File: config.mk
export PLATFORM = sky130hd
export DESIGN_NAME = procyon_lsu_issue_arb
export DESIGN_NICKNAME = d
export VERILOG_FILES = /design/src/rtl/procyon_lsu_issue_arb_pkg.sv /design/src/rtl/procyon_lsu_issue_arb_starve_cnt.sv /design/src/rtl/procyon_lsu_issue_arb.sv
export SDC_FILE = /design/constraint.sdc
export NUM_CORES = 1
export LEC_CHECK = 0
export ABC_AREA = 1
export CAP_MARGIN = 20
export CORE_ASPECT_RATIO = 0.5
export CORE_MARGIN = 5
export CORE_UTILIZATION = 33
export CTS_BUF_LIST = sky130_fd_sc_hd__clkbuf_4 sky130_fd_sc_hd__clkbuf_8 sky130_fd_sc_hd__clkbuf_16
export DETAILED_ROUTE_END_ITERATION = 6
export PLACE_DENSITY_LB_ADDON = 0.05
export SLEW_MARGIN = 20
export SYNTH_ARGS = -nofsm -noshare
export SYNTH_HDL_FRONTEND = slang
export SYNTH_SLANG_ARGS = --single-unit
File: constraint.sdc
create_clock -name clk -period 2.01 [get_ports clk]
set_clock_uncertainty 0.2 [all_clocks]
set_input_delay 0.3015 -clock clk [delete_from_list [all_inputs] [get_ports clk]]
set_output_delay 0.3015 -clock clk [all_outputs]
set_load 0.05 [all_outputs]
File: src/rtl/procyon_lsu_issue_arb_pkg.sv
// Shared LSU constants and arbiter source encodings for the LSU issue arbiter slice.
package procyon_lsu_issue_arb_pkg;

  localparam int PCYN_LSU_FUNC_WIDTH = 4;

  localparam logic [PCYN_LSU_FUNC_WIDTH-1:0] PCYN_LSU_FUNC_LB   = 4'b0000;
  localparam logic [PCYN_LSU_FUNC_WIDTH-1:0] PCYN_LSU_FUNC_LH   = 4'b0001;
  localparam logic [PCYN_LSU_FUNC_WIDTH-1:0] PCYN_LSU_FUNC_LW   = 4'b0010;
  localparam logic [PCYN_LSU_FUNC_WIDTH-1:0] PCYN_LSU_FUNC_LBU  = 4'b0011;
  localparam logic [PCYN_LSU_FUNC_WIDTH-1:0] PCYN_LSU_FUNC_LHU  = 4'b0100;
  localparam logic [PCYN_LSU_FUNC_WIDTH-1:0] PCYN_LSU_FUNC_SB   = 4'b0101;
  localparam logic [PCYN_LSU_FUNC_WIDTH-1:0] PCYN_LSU_FUNC_SH   = 4'b0110;
  localparam logic [PCYN_LSU_FUNC_WIDTH-1:0] PCYN_LSU_FUNC_SW   = 4'b0111;
  localparam logic [PCYN_LSU_FUNC_WIDTH-1:0] PCYN_LSU_FUNC_FILL = 4'b1000;

  localparam int PCYN_LSU_ARB_SRC_WIDTH = 2;

  typedef enum logic [PCYN_LSU_ARB_SRC_WIDTH-1:0] {
    PCYN_LSU_ARB_SRC_FILL = 2'd0,
    PCYN_LSU_ARB_SRC_SQ   = 2'd1,
    PCYN_LSU_ARB_SRC_LQ   = 2'd2,
    PCYN_LSU_ARB_SRC_RS   = 2'd3
  } pcyn_lsu_arb_src_t;

endpackage

File: src/rtl/procyon_lsu_issue_arb_starve_cnt.sv
// Saturating RS starvation counter; o_starved is asserted once the count reaches the limit.
module procyon_lsu_starve_cnt #(
  parameter int OPTN_STARVE_LIMIT = 4
) (
  input  logic       clk,
  input  logic       n_rst,
  input  logic       i_clear,
  input  logic       i_inc,
  output logic       o_starved,
  output logic [3:0] o_count
);

  localparam logic [3:0] LIMIT = 4'(OPTN_STARVE_LIMIT);

  logic [3:0] r_count;

  // Clear has priority so a flush or RS grant always restarts the count.
  always_ff @(posedge clk) begin
    if (!n_rst || i_clear) r_count <= '0;
    else if (i_inc && (r_count != LIMIT)) r_count <= r_count + 4'd1;
  end

  assign o_starved = (r_count == LIMIT);
  assign o_count   = r_count;

endmodule

File: src/rtl/procyon_lsu_issue_arb.sv
// LSU issue arbiter: fill > starved RS > SQ > LQ > RS, registered single-op output.
// Optional grant performance counters are enabled with `define PCYN_LSU_ARB_PERF_EN.
module procyon_lsu_issue_arb
  import procyon_lsu_issue_arb_pkg::*;
#(
  parameter int OPTN_DATA_WIDTH    = 32,
  parameter int OPTN_ADDR_WIDTH    = 32,
  parameter int OPTN_LQ_DEPTH      = 8,
  parameter int OPTN_SQ_DEPTH      = 8,
  parameter int OPTN_ROB_IDX_WIDTH = 5,
  parameter int OPTN_STARVE_LIMIT  = 4
) (
  input  logic                           clk,
  input  logic                           n_rst,
  input  logic                           i_flush,
  input  logic                           i_fill_en,
  input  logic [OPTN_ADDR_WIDTH-1:0]     i_fill_addr,
  input  logic                           i_sq_retire_en,
  input  logic [PCYN_LSU_FUNC_WIDTH-1:0] i_sq_retire_lsu_func,
  input  logic [OPTN_SQ_DEPTH-1:0]       i_sq_retire_select,
  input  logic [OPTN_ROB_IDX_WIDTH-1:0]  i_sq_retire_tag,
  input  logic [OPTN_ADDR_WIDTH-1:0]     i_sq_retire_addr,
  output logic                           o_sq_retire_stall,
  input  logic                           i_lq_replay_en,
  input  logic [PCYN_LSU_FUNC_WIDTH-1:0] i_lq_replay_lsu_func,
  input  logic [OPTN_LQ_DEPTH-1:0]       i_lq_replay_select,
  input  logic [OPTN_ROB_IDX_WIDTH-1:0]  i_lq_replay_tag,
  input  logic [OPTN_ADDR_WIDTH-1:0]     i_lq_replay_addr,
  output logic                           o_lq_replay_stall,
  input  logic                           i_rs_en,
  input  logic [PCYN_LSU_FUNC_WIDTH-1:0] i_rs_lsu_func,
  input  logic [OPTN_LQ_DEPTH-1:0]       i_rs_lq_select,
  input  logic [OPTN_SQ_DEPTH-1:0]       i_rs_sq_select,
  input  logic [OPTN_ROB_IDX_WIDTH-1:0]  i_rs_tag,
  input  logic [OPTN_ADDR_WIDTH-1:0]     i_rs_addr,
  output logic                           o_rs_stall,
  output logic                           o_valid,
  output logic                           o_fill_replay,
  output logic                           o_retire,
  output logic [PCYN_LSU_FUNC_WIDTH-1:0] o_lsu_func,
  output logic [OPTN_LQ_DEPTH-1:0]       o_lq_select,
  output logic [OPTN_SQ_DEPTH-1:0]       o_sq_select,
  output logic [OPTN_ROB_IDX_WIDTH-1:0]  o_tag,
  output logic [OPTN_ADDR_WIDTH-1:0]     o_addr
`ifdef PCYN_LSU_ARB_PERF_EN
  ,
  output logic [31:0]                    o_perf_fill_cnt,
  output logic [31:0]                    o_perf_sq_cnt,
  output logic [31:0]                    o_perf_lq_cnt,
  output logic [31:0]                    o_perf_rs_cnt,
  output logic [31:0]                    o_perf_force_cnt
`endif
);

  logic w_starved;
  logic [3:0] w_starve_count;
  logic w_gnt_fill, w_gnt_force, w_gnt_sq, w_gnt_lq, w_gnt_rs, w_gnt_any;
  pcyn_lsu_arb_src_t w_src;

  logic [PCYN_LSU_FUNC_WIDTH-1:0] w_func;
  logic [OPTN_LQ_DEPTH-1:0]       w_lq_select;
  logic [OPTN_SQ_DEPTH-1:0]       w_sq_select;
  logic [OPTN_ROB_IDX_WIDTH-1:0]  w_tag;
  logic [OPTN_ADDR_WIDTH-1:0]     w_addr;

  logic r_valid, r_fill_replay, r_retire;
  logic [PCYN_LSU_FUNC_WIDTH-1:0] r_func;
  logic [OPTN_LQ_DEPTH-1:0]       r_lq_select;
  logic [OPTN_SQ_DEPTH-1:0]       r_sq_select;
  logic [OPTN_ROB_IDX_WIDTH-1:0]  r_tag;
  logic [OPTN_ADDR_WIDTH-1:0]     r_addr;

  assign w_gnt_fill  = i_fill_en;
  assign w_gnt_force = ~i_fill_en & w_starved & i_rs_en;
  assign w_gnt_sq    = ~i_fill_en & ~w_gnt_force & i_sq_retire_en;
  assign w_gnt_lq    = ~i_fill_en & ~w_gnt_force & ~i_sq_retire_en & i_lq_replay_en;
  assign w_gnt_rs    = ~i_fill_en & (w_gnt_force | (~i_sq_retire_en & ~i_lq_replay_en & i_rs_en));
  assign w_gnt_any   = w_gnt_fill | w_gnt_sq | w_gnt_lq | w_gnt_rs;

  assign o_sq_retire_stall = i_sq_retire_en & ~w_gnt_sq;
  assign o_lq_replay_stall = i_lq_replay_en & ~w_gnt_lq;
  assign o_rs_stall        = i_rs_en & ~w_gnt_rs;

  procyon_lsu_starve_cnt #(
    .OPTN_STARVE_LIMIT(OPTN_STARVE_LIMIT)
  ) u_starve_cnt (
    .clk      (clk),
    .n_rst    (n_rst),
    .i_clear  (i_flush | ~i_rs_en | w_gnt_rs),
    .i_inc    (i_rs_en & o_rs_stall),
    .o_starved(w_starved),
    .o_count  (w_starve_count)
  );

  always_comb begin
    if (w_gnt_fill)    w_src = PCYN_LSU_ARB_SRC_FILL;
    else if (w_gnt_sq) w_src = PCYN_LSU_ARB_SRC_SQ;
    else if (w_gnt_lq) w_src = PCYN_LSU_ARB_SRC_LQ;
    else               w_src = PCYN_LSU_ARB_SRC_RS;
  end

  always_comb begin
    w_func      = i_rs_lsu_func;
    w_lq_select = i_rs_lq_select;
    w_sq_select = i_rs_sq_select;
    w_tag       = i_rs_tag;
    w_addr      = i_rs_addr;
    case (w_src)
      PCYN_LSU_ARB_SRC_FILL: begin
        w_func      = PCYN_LSU_FUNC_FILL;
        w_lq_select = '0;
        w_sq_select = '0;
        w_tag       = '0;
        w_addr      = i_fill_addr;
      end
      PCYN_LSU_ARB_SRC_SQ: begin
        w_func      = i_sq_retire_lsu_func;
        w_lq_select = '0;
        w_sq_select = i_sq_retire_select;
        w_tag       = i_sq_retire_tag;
        w_addr      = i_sq_retire_addr;
      end
      PCYN_LSU_ARB_SRC_LQ: begin
        w_func      = i_lq_replay_lsu_func;
        w_lq_select = i_lq_replay_select;
        w_sq_select = '0;
        w_tag       = i_lq_replay_tag;
        w_addr      = i_lq_replay_addr;
      end
      default: ;
    endcase
  end

  // Fills bypass the flush since the MHQ cannot re-request a line.
  always_ff @(posedge clk) begin
    if (!n_rst) begin
      r_valid       <= 1'b0;
      r_fill_replay <= 1'b0;
      r_retire      <= 1'b0;
    end else begin
      r_valid       <= w_gnt_fill | (w_gnt_any & ~i_flush);
      r_fill_replay <= w_gnt_fill;
      r_retire      <= w_gnt_sq & ~i_flush;
    end
  end

  always_ff @(posedge clk) begin
    r_func      <= w_func;
    r_lq_select <= w_lq_select;
    r_sq_select <= w_sq_select;
    r_tag       <= w_tag;
    r_addr      <= w_addr;
  end

  assign o_valid       = r_valid;
  assign o_fill_replay = r_fill_replay;
  assign o_retire      = r_retire;
  assign o_lsu_func    = r_func;
  assign o_lq_select   = r_lq_select;
  assign o_sq_select   = r_sq_select;
  assign o_tag         = r_tag;
  assign o_addr        = r_addr;

`ifdef PCYN_LSU_ARB_PERF_EN
  logic [31:0] r_perf_fill_cnt, r_perf_sq_cnt, r_perf_lq_cnt, r_perf_rs_cnt, r_perf_force_cnt;

  always_ff @(posedge clk) begin
    if (!n_rst) begin
      r_perf_fill_cnt  <= '0;
      r_perf_sq_cnt    <= '0;
      r_perf_lq_cnt    <= '0;
      r_perf_rs_cnt    <= '0;
      r_perf_force_cnt <= '0;
    end else begin
      r_perf_fill_cnt  <= r_perf_fill_cnt  + 32'(w_gnt_fill);
      r_perf_sq_cnt    <= r_perf_sq_cnt    + 32'(w_gnt_sq);
      r_perf_lq_cnt    <= r_perf_lq_cnt    + 32'(w_gnt_lq);
      r_perf_rs_cnt    <= r_perf_rs_cnt    + 32'(w_gnt_rs);
      r_perf_force_cnt <= r_perf_force_cnt + 32'(w_gnt_force);
    end
  end

  assign o_perf_fill_cnt  = r_perf_fill_cnt;
  assign o_perf_sq_cnt    = r_perf_sq_cnt;
  assign o_perf_lq_cnt    = r_perf_lq_cnt;
  assign o_perf_rs_cnt    = r_perf_rs_cnt;
  assign o_perf_force_cnt = r_perf_force_cnt;
`endif

endmodule

==> results of run 1 <==
[metrics by stage]
step	cell area (sq um)	total power, mW	utilization
2_1_floorplan	3100	2.02	-
3_3_place_gp	5860	2.68	0.631
3_5_place_dp	5860	2.68	0.631
4_1_cts	6210	4.16	0.668
5_1_grt	6250	4.31	0.673
6_report	6250	4.12	0.673
[Yosys cell counts]
cell type,count
a211oi_1,1
a21oi_1,5
buf_1,3
buf_2,9
buf_4,4
buf_6,5
clkbuf_1,6
dfxtp_1,64
ha_1,2
inv_1,31
inv_2,3
nand2_1,193
nand2_2,1
nand2_4,1
nand3_1,11
nand3b_1,22
nand4_1,33
nand4_2,1
nor2_1,59
nor2_2,1
nor2_4,2
nor4_1,1
o21ai_0,2
xor2_1,2
[cell families (layout without fill, tap and decap cells)]
| kind of cell | count (synthesis) | count (layout) | synth area share |
|---|---|---|---|
| AND/OR/NAND/NOR | 325 | 325 | 0.464 |
| flip-flops | 64 | 64 | 0.414 |
| buffers and inverters | 61 | 339 | 0.0945 |
| AO/OA/AOI/OAI | 8 | 8 | 0.0137 |
| adder cells (fa/ha/maj) | 2 | 2 | 0.00808 |
| XOR/XNOR | 2 | 2 | 0.00566 |
[worst max-delay path, cell delays in order, from the launching register on]
cell,delay (ns)
dfxtp_2,0.32
inv_2,0.08
ha_4,0.14
nand2_2,0.06
nor2_4,0.12
nand2_4,0.09
nand2_4,0.09
inv_4,0.04
nor2_4,0.09
buf_12,0.14
[layout make-up]
class	count	area, sq um
Clock buffer	11	246
Sequential cell	64	1280
Clock inverter	5	32.5
Inverter	34	130
Fill cell	800	3040
Multi-Input combinational cell	337	1570
Timing Repair Buffer	289	2840
Tap cell	121	151
[worst max-delay path by stage]
| stage | start | cells after the start | slack (ns) | end |
|---|---|---|---|---|
| after floorplan | u_starve_cnt.o_count[0] | 8 | 0.05 | o_sq_retire_stall |
| after global placement | i_fill_en | 8 | -0.08 | o_lsu_func[0] |
| after detailed placement | i_fill_en | 8 | -0.11 | o_tag[2] |
| after CTS | u_starve_cnt.o_count[1] | 9 | -0.007 | o_sq_retire_stall |
| after global routing | u_starve_cnt.o_count[0] | 9 | -0.05 | o_sq_retire_stall |
| final | u_starve_cnt.o_count[0] | 9 | 0.008 | o_sq_retire_stall |
[placed cells by master, fill, tap and decap left out, drive strengths merged]
master,netlist,layout
a21oi,5,5
clkdlybuf4s50,0,233
inv,34,34
buf,21,55
clkbuf,6,11
nor2,62,62
a211oi,1,1
nand2,195,195
o21ai,2,2
nand3,11,11
nand4,34,34
ha,2,2
nor4,1,1
dlygate4sd2,0,1
clkinv,0,5
dfxtp,64,64
nand3b,22,22
xor2,2,2
[power breakdown]
group	switching, mW	leakage, nW	internal [mW]
combinational	0.650	2.18	0.617
sequential	0.0256	0.535	1.37
clock	0.573	0.143	0.879
[timing repair]
| action | 4_1_cts | 5_1_grt |
|---|---|---|
| pin swaps | 4 | 6 |
| resized for setup | 13 | 4 |
| setup endpoints to repair | 3 | 4 |
| cloned | 0 | 0 |
| buffers inserted | 5 | 3 |
[metal layers]
metal  GRT usage  vias to the layer above  wire length (um)
li1            -                     1996                 -
met1       0.229                     1683              4830
met2       0.389                      137              6400
met3      0.0825                       18              1110
met4      0.0539                        0               208
met5           0                        -                 0
[flip-flops by register name, indices dropped and copies added, names as in the netlist]
register              count
o_addr                   32
o_fill_replay             1
o_lq_select               8
o_lsu_func                4
o_retire                  1
o_sq_select               8
o_tag                     5
o_valid                   1
u_starve_cnt.o_count      4
==> results.json, run 1 <==
{
  "gr-total-overflow": 0,
  "synth.avg_cell_area_sq_um": 6.70,
  "dp_hpwl_mm": 9.85,
  "setup_tns_ns": 0,
  "place.gp.congestion": 0.845,
  "syn_nets": 658,
  "grt_start_max_net_pins": 40,
  "reg2reg_from": "u_starve_cnt.o_count[0]",
  "worstPathRequired_ns": 1.51,
  "drcViolationCount": 0,
  "numCtsBuffers": 9,
  "endpoint_kind": "primary output",
  "ys_types": 24,
  "layout_setup_ws_ns": 0.00763,
  "grt_use_total": 0.211,
  "design.die.area_sq_um": 11500,
  "final_cells": 861,
  "synth_cells": 462,
  "path_max_fanout": 4,
  "die_y_um": 78.5,
  "start_util": 0.333,
  "whs_ns": 0.318,
  "grt_pass1_vias": 3883,
  "peakVddDrop_mv": 0.403,
  "powerDensity_nw_per_um2": 659,
  "startpoint_type": "flop",
  "vias_per_cell": 4.45,
  "synth_area_leaders": "dfxtp_1 (41%), nand2_1 (23%), nor2_1 (7.2%)",
  "setup_violations": 0,
  "wl_per_cell_um": 14.6,
  "rrSetupSlack_ns": 0.08,
  "ant_nets": 0,
  "hold_buffers": 0,
  "dieWidth_um": 147,
  "rsz0062_at_grt": "true",
  "crit_arrival_ns": 1.50,
  "drv_slew": 0,
  "leakage_nw": 2.86,
  "place.port_buffers": 256,
  "clockBufferDepth": 2,
  "path_clk_slew_ns": 0.06,
  "synth_area_leader_cell": "dfxtp_1",
  "yosysSeqAreaShare": 0.414,
  "worstReg2RegEnd": "o_addr[12]",
  "htree_levels": 3,
  "critical_path_class": "flop to primary output",
  "maxClockFrequency_mhz": 499,
  "drtPass1Iterations": 4,
  "grt_pass1_wl_mm": 19.6,
  "nets": 931,
  "hp-start": "u_starve_cnt.o_count[3]",
  "post-route-period-util": 0.996,
  "cts_tree": "yes",
  "period_minus_slack_ns": 2.00,
  "areaGrowthSynthToFinish_pct": 102,
  "relSlewSlack": 0.648,
  "core_sq_um": 9290,
  "layout-drive-gt1-share": 0.123,
  "hold_path_class": "flop to flop",
  "num_vias": 3834,
  "holdPathEnd": "u_starve_cnt.o_count[3]",
  "dp_cells": 837,
  "io-pin-count": 257,
  "hold_depth": 2,
  "cts.sinks": 64,
  "cts_root_buf": "clkbuf_16",
  "insertion_delay_ns": 0.32,
  "antenna_found_initial": 0,
  "antenna_cells": 0,
  "pre_cts_ws_ns": -0.110,
  "synth_top_area_frac": 0.414,
  "ff2ff_path_depth": 12,
  "ys.warnings.count": 0,
  "synth_area_sq_um": 3100,
  "maxCapViolations": 0,
  "tightest_slew_ns": 0.526,
  "num_rows": 25,
  "routed_wl_mm": 12.6,
  "hold_viol": 0,
  "drt_iter0_drc": 142,
  "ys_seq_elements": 64,
  "status": "finished, final reports clean"
}
No activity file was read; power rests on OpenSTA's default activity.
==> run 2, diff against run 1 <==
- CORE_UTILIZATION: 33 -> 29
- clock period: 2.01 -> 1.73 ns (I/O delays scaled with it)
==> results.json, run 2 (synthesis gave the netlist of run 1 again) <==
{
  "status": "finished, violations left",
  "violations": "negative setup slack",
  "largest_register_ffs": 32,
  "routed_wl_mm": 13.5,
  "endpoint_kind": "primary output",
  "grt_use_total": 0.199,
  "powerDensity_nw_per_um2": 790,
  "setup_violations": 42,
  "io-pin-count": 257,
  "numCtsBuffers": 9,
  "start_util": 0.300,
  "fillers": 953,
  "nets": 938,
  "hold_buffers": 0,
  "maxClockFrequency_mhz": 510,
  "num_rows": 26,
  "layout_setup_ws_ns": -0.229,
  "relSlewSlack": 0.737,
  "post-route-period-util": 1.13,
  "startpoint": "u_starve_cnt.o_count[0]",
  "path_max_fanout": 4,
  "insertion_delay_ns": 0.33,
  "place.gp.congestion": 0.790,
  "antenna_found_initial": 1,
  "layout-drive-gt1-share": 0.188,
  "hold_viol": 0,
  "htree_levels": 3,
  "antenna_cells": 0,
  "die_y_um": 83.1,
  "leakage_nw": 3.01,
  "vias_per_cell": 4.37,
  "areaGrowthSynthToFinish_pct": 105,
  "cts_tree": "yes",
  "fin_total_pwr_mw": 5.02,
  "critical_path_class": "flop to primary output",
  "ant_nets": 0,
  "dp_hpwl_mm": 10.6,
  "path_clk_slew_ns": 0.06,
  "drv_slew": 0,
  "worstPathRequired_ns": 1.27,
  "design.die.area_sq_um": 13000,
  "wl_per_cell_um": 15.2,
  "hold_path_class": "primary input to flop",
  "grt_pass1_wl_mm": 20.4,
  "final_cell_mix": "clkdlybuf4s50_1 (192), nand2_1 (190), buf_4 (90), dfxtp_1 (62), nor2_1 (57)",
  "core_sq_um": 10300,
  "hold_depth": 3,
  "cts.sinks": 64,
  "grt_pass1_vias": 3929,
  "place.port_buffers": 256,
  "setup_tns_ns": -1.39,
  "gr-total-overflow": 0,
  "num_vias": 3874,
  "drcViolationCount": 0,
  "tightest_slew_ns": 0.394,
  "peakVddDrop_mv": 0.403,
  "clockBufferDepth": 2,
  "layout_commonest_cell": "clkdlybuf4s50_1",
  "drt_iter0_drc": 118,
  "period_minus_slack_ns": 1.96,
  "cts_root_buf": "clkbuf_16",
  "whs_ns": 0.267,
  "rsz0062_at_grt": "true",
  "drtPass1Iterations": 6,
  "startpoint_type": "flop",
  "dieWidth_um": 156,
  "pre_cts_ws_ns": -0.292,
  "maxCapViolations": 0,
  "hp-start": "i_lq_replay_select[3]",
  "reg2reg_from": "u_starve_cnt.o_count[0]",
  "crit_arrival_ns": 1.50,
  "grt_start_max_net_pins": 30,
  "ff2ff_path_depth": 11
}
[run 2: power breakdown]
| part | switching [mW] | total (mW) | internal [mW] |
|---|---|---|---|
| registers | 0.0345 | 1.63 | 1.59 |
| logic | 0.768 | 1.48 | 0.710 |
| clock network | 0.663 | 1.91 | 1.25 |
| total | 1.47 | 5.02 | 3.55 |
[run 2: layout make-up]
cell class                      instances  area, sq um  share of cell area
Timing Repair Buffer                  296         2860               0.450
Multi-Input combinational cell        337         1590               0.251
Sequential cell                        64         1280               0.202
Clock buffer                            9          225              0.0354
Tap cell                              140          175              0.0276
Inverter                               34          133              0.0209
Clock inverter                          6         83.8              0.0132
[run 2: worst max-delay path, stage by stage (launching register included)]
cell,delay [ns]
dfxtp_2,0.32
inv_2,0.07
ha_4,0.15
nand2_4,0.05
nor2_4,0.10
nand2_4,0.10
nand2_4,0.10
inv_2,0.05
nor2_4,0.09
buf_12,0.14
[run 2: timing repair]
| item | in CTS | in global routing |
|---|---|---|
| setup endpoints to repair | 3 | 53 |
| pin swaps | 6 | 5 |
| gates resized for setup | 5 | 11 |
| buffers inserted | 3 | 3 |
| gates cloned | 0 | 2 |
[run 2: worst paths after layout]
| kind | end | slack [ns] |
|---|---|---|
| setup reg to reg | o_addr[5] | -0.04 |
| setup / recovery | o_sq_retire_stall | -0.23 |
| hold reg to reg | u_starve_cnt.o_count[3] | 0.32 |
| hold / removal | o_lq_select[3] | 0.27 |
[run 2: per-stage QoR]
| stage | instance area (sq um) | cells | util |
|---|---|---|---|
| floorplan | 3140 | 462 | - |
| global placement | 5900 | 864 | 0.572 |
| detailed placement | 5900 | 864 | 0.572 |
| CTS | 6240 | 882 | 0.606 |
| global route | 6360 | 886 | 0.616 |
| finish | 6360 | 886 | 0.616 |
[run 2: per-layer routing]
| layer | vias to the layer above | wire (um) | track usage |
|---|---|---|---|
| met4 | 2 | 270 | 0.0575 |
| met5 | - | 11 | 0 |
| met1 | 1710 | 5300 | 0.222 |
| met2 | 132 | 6720 | 0.354 |
| li1 | 2010 | - | - |
| met3 | 20 | 1160 | 0.0727 |
